`config.mk`:
```
export PLATFORM = sky130hd
export DESIGN_NAME = demux_1to4
export DESIGN_NICKNAME = d
export VERILOG_FILES = /design/src/rtl/demux_pkg.sv /design/src/rtl/demux_lane_reg.sv /design/src/rtl/demux_1to4.sv
export SDC_FILE = /design/constraint.sdc
export NUM_CORES = 1
export LEC_CHECK = 0
export BUFFER_PORTS_ARGS = -buffer_cell sky130_fd_sc_hd__buf_4
export CORE_AREA = 2 2 39 41
export CTS_CLUSTER_SIZE = 20
export DETAILED_ROUTE_END_ITERATION = 8
export DIE_AREA = 0 0 41 43
export MAX_ROUTING_LAYER = met4
export SETUP_SLACK_MARGIN = 0.4
export SYNTH_ARGS = -nofsm -noshare
export SYNTH_HDL_FRONTEND = slang
export SYNTH_SLANG_ARGS = --single-unit
```
`constraint.sdc`:
```
create_clock -name clk -period 1.3 [get_ports clk]
set_input_delay 0 -clock clk [delete_from_list [all_inputs] [get_ports clk]]
set_output_delay 0 -clock clk [all_outputs]
set_load 0.005 [all_outputs]
```
`src/rtl/demux_pkg.sv`:
```
// Shared lane/select definitions for the 1-to-4 demultiplexer.
package demux_pkg;

    localparam int NUM_LANES = 4;
    localparam int SEL_W     = 2;

    typedef logic [SEL_W-1:0] lane_sel_t;

    function automatic logic [NUM_LANES-1:0] decode_sel(input lane_sel_t s);
        decode_sel = {{(NUM_LANES-1){1'b0}}, 1'b1} << s;
    endfunction

endpackage

```
`src/rtl/demux_lane_reg.sv`:
```
// One output lane: registered data/valid that drop to zero when not hit.
// DEMUX_1TO4_CNT_EN adds a saturating delivery counter.
module demux_lane_reg #(
    parameter int DATA_W = 1,
    parameter int CNT_W  = 16
) (
    input  logic              clk_i,
    input  logic              rst_i,
    input  logic              hit_i,
    input  logic [DATA_W-1:0] din_i,
    output logic [DATA_W-1:0] data_o,
    output logic              valid_o
`ifdef DEMUX_1TO4_CNT_EN
    ,
    output logic [CNT_W-1:0]  cnt_o
`endif
);

    logic [DATA_W-1:0] data_d, data_q;
    logic              valid_d, valid_q;

    // Next lane contents: data only when this lane is the current target.
    always_comb begin
        data_d  = {DATA_W{1'b0}};
        valid_d = 1'b0;
        if (hit_i) begin
            data_d  = din_i;
            valid_d = 1'b1;
        end else begin
            data_d  = {DATA_W{1'b0}};
            valid_d = 1'b0;
        end
    end

    // Lane data/valid register; reset wins over any transfer.
    always_ff @(posedge clk_i) begin
        if (rst_i) begin
            data_q  <= {DATA_W{1'b0}};
            valid_q <= 1'b0;
        end else begin
            data_q  <= data_d;
            valid_q <= valid_d;
        end
    end

    assign data_o  = data_q;
    assign valid_o = valid_q;

`ifdef DEMUX_1TO4_CNT_EN
    logic [CNT_W-1:0] cnt_d, cnt_q;

    // Saturating count of deliveries; holds at all-ones.
    always_comb begin
        cnt_d = cnt_q;
        if (hit_i && (cnt_q != {CNT_W{1'b1}})) begin
            cnt_d = cnt_q + {{(CNT_W-1){1'b0}}, 1'b1};
        end else begin
            cnt_d = cnt_q;
        end
    end

    // Counter register.
    always_ff @(posedge clk_i) begin
        if (rst_i) begin
            cnt_q <= {CNT_W{1'b0}};
        end else begin
            cnt_q <= cnt_d;
        end
    end

    assign cnt_o = cnt_q;
`else
`endif

endmodule

```
`src/rtl/demux_1to4.sv`:
```
// Registered 1-to-4 demultiplexer with one-hot lane valid.
// Optional per-lane delivery counters under DEMUX_1TO4_CNT_EN.
module demux_1to4
    import demux_pkg::*;
#(
    parameter int DATA_W = 1,
    parameter int CNT_W  = 16
) (
    input  logic                          clk,
    input  logic                          rst,
    input  logic [DATA_W-1:0]             din,
    input  lane_sel_t                     sel,
    input  logic                          in_valid,
    output logic [NUM_LANES*DATA_W-1:0]   y,
    output logic [NUM_LANES-1:0]          out_valid
`ifdef DEMUX_1TO4_CNT_EN
    ,
    output logic [NUM_LANES*CNT_W-1:0]    lane_cnt
`endif
);

    logic [NUM_LANES-1:0] hit_s;
    logic [NUM_LANES-1:0] valid_q;

    assign hit_s = in_valid ? decode_sel(sel) : {NUM_LANES{1'b0}};

    for (genvar k = 0; k < NUM_LANES; k++) begin : g_lane
`ifdef DEMUX_1TO4_CNT_EN
        demux_lane_reg #(
            .DATA_W (DATA_W),
            .CNT_W  (CNT_W)
        ) u_lane (
            .clk_i   (clk),
            .rst_i   (rst),
            .hit_i   (hit_s[k]),
            .din_i   (din),
            .data_o  (y[k*DATA_W +: DATA_W]),
            .valid_o (valid_q[k]),
            .cnt_o   (lane_cnt[k*CNT_W +: CNT_W])
        );
`else
        demux_lane_reg #(
            .DATA_W (DATA_W),
            .CNT_W  (CNT_W)
        ) u_lane (
            .clk_i   (clk),
            .rst_i   (rst),
            .hit_i   (hit_s[k]),
            .din_i   (din),
            .data_o  (y[k*DATA_W +: DATA_W]),
            .valid_o (valid_q[k])
        );
`endif
    end

    assign out_valid = valid_q;

endmodule

```
==> flow_metrics.tcl <==
set metrics [dict create \
    path_max_fanout 5 \
    fmax_mhz 1390 \
    endpoint "g_lane[1].u_lane.data_o" \
    die_w_um 41 \
    wl_per_cell_um 7.31 \
    syn_nets 35 \
    netlist_area_sq_um 283 \
    cts-root-buf "clkbuf_4" \
    finalPower_uw 471 \
    ir_drop_v 0.000311 \
    clk_pin_slew_worst_paths_ps 50 \
    htree_levels 1 \
    synthDistinctLibCells 8 \
    synth_edf_count 0 \
    startpoint "sel[1]" \
    fin_crit_sh 0.553 \
    drt-initial-drc-count 0 \
    synth_top_area_share 0.566 \
    syn-instance-count 29 \
    setup_viol 0 \
    end_kind "register" \
    grt_max_degree 6 \
    crit_arrival_ps 910 \
    worst_pin_slew_ps 162 \
    drive_gt1_frac 0.436 \
    whs_ps 48.8 \
    fin_setup_tns_ps 0 \
    yosys.area.top_type "dfxtp_1" \
    vias 188 \
    async_reset_ff_frac 0 \
    slew_violations 0 \
    antenna_left 0 \
    rows 14 \
    grt_usage 0.0620 \
    rsz0062_at_grt "no" \
    antenna_cells 0 \
    post-place-cells 50 \
    grt_pass1_wl_um 579 \
    p_leak_uw 0.000182 \
    cts_tree "built" \
    first_global_vias 142 \
    status "complete, no violations" \
    die_h_um 43 \
    post_cts_buffers 0 \
    coreArea_sq_um 1380 \
    max-clock-path-buffers 2 \
    path_class "input pin to register" \
    netlist_top_cells_count "buf_4, dfxtp_1, nor2_1" \
    drc 0 \
    syn_to_final_growth_pct 35.4 \
    start_kind "input pin" \
    path_cells "dlygate4sd3_1 > buf_4 > nand2b_1 > nor2_1" \
    slew_headroom 0.891 \
    ys_ff_latch 8 \
    start_util 0.204 \
    fin_util 0.277 \
    cp.required_ps 1490 \
    port_buffers 13 \
    gp_congestion 0.682 \
    fin_crit_ps 719 \
    viasPerCell 3.42 \
    hold_class "input pin to register" \
    clock_sinks 8 \
    cts_buffers 3 \
    synth_area_leaders "dfxtp_1, buf_4, nor2_1" \
    yosys_most_used_dff "dfxtp_1" \
    drv_cap 0 \
    grt-ovfl-total 0 \
    totalWireLength_um 402 \
    cellPowerDensity_nw_per_um2 1230 \
    hold_violations 0 \
    dr.pass1.iters 1 \
    cpPeakStageDelay_ps 530 \
    nNetsFinal 47 \
    yosys_warnings 0 \
    seq_area_frac_synth 0.566 \
    avgSynthCellArea_sq_um 9.75 \
    die_area_sq_um 1760 \
    crit_slowest_cell "dlygate4sd3_1" \
    antenna_found_initial 0 \
    final_cells 55 \
    io_pins 14 \
    hp-start "sel[0]" \
]
-- through the flow --
stage | setup WS (ps) | cell area, sq um
2_1_floorplan | 757 | 283
3_3_place_gp | 597 | 340
3_5_place_dp | 601 | 340
4_1_cts | 589 | 383
5_1_grt | 541 | 383
6_report | 581 | 383
-- where the power goes --
group          total, uW  switching, uW  internal (uW)
registers            252           1.23            251
logic               38.3           13.5           24.8
clock network        181           75.7            105
-- cell families after synthesis --
kind of cell,count (synthesis),share of synthesized area
buffers and inverters,9,0.226
DFF,8,0.566
and+or+nand+nor,12,0.208
-- registers in the layout, summed over array words and instances, names as in the netlist --
signal,flops
g_lane.u_lane.valid_o,4
g_lane.u_lane.data_o,4
-- worst max-delay path, delay by kind of cell --
kind / cells / cell delay [ps]
buffers and inverters: 2 / 680
AND/OR/NAND/NOR: 2 / 230
-- cell usage in the layout (no fill, tap or decap) --
| cell type | synthesis | routed |
|---|---|---|
| buf_4 | 8 | 13 |
| clkbuf_4 | 0 | 3 |
| dfxtp_1 | 8 | 8 |
| dlygate4sd3_1 | 0 | 2 |
| inv_1 | 1 | 1 |
| nand2_1 | 1 | 1 |
| nand2b_1 | 1 | 1 |
| nand3b_1 | 1 | 1 |
| nor2_1 | 8 | 8 |
| or3b_4 | 1 | 1 |
-- final cells by class --
cell class                 instances  area, sq um
sequential                         8          160
tap                               16         20.0
timing repair buffer              15          118
inverter                           1         3.75
multi-input combinational         12         58.8
fill                             159         1000
clock buffer                       3         22.5
-- how the worst min path moves through the flow --
stage                               endpoint  slack (ps)  cells past startpoint
finish              g_lane[0].u_lane.valid_o          50                      3
global route         g_lane[0].u_lane.data_o          50                      3
CTS                  g_lane[0].u_lane.data_o          40                      3
detailed placement  g_lane[1].u_lane.valid_o         200                      2
global placement    g_lane[0].u_lane.valid_o         200                      2
floorplan           g_lane[0].u_lane.valid_o          70                      1
-- routing by layer --
layer	vias to the layer above	wire length [um]	GRT usage
met5	-	0	-
met4	0	17	0.100
met3	4	75	0.0471
met2	13	152	0.0500
met1	71	156	0.0651
li1	100	-	-
-- timing repair --
item                                   in CTS  in global routing
gates resized for setup                     0                  0
hold buffers                                2                  0
setup endpoints to repair                   0                  0
endpoints found under the hold margin       4                  0
Power figures use the tool's default switching activity.
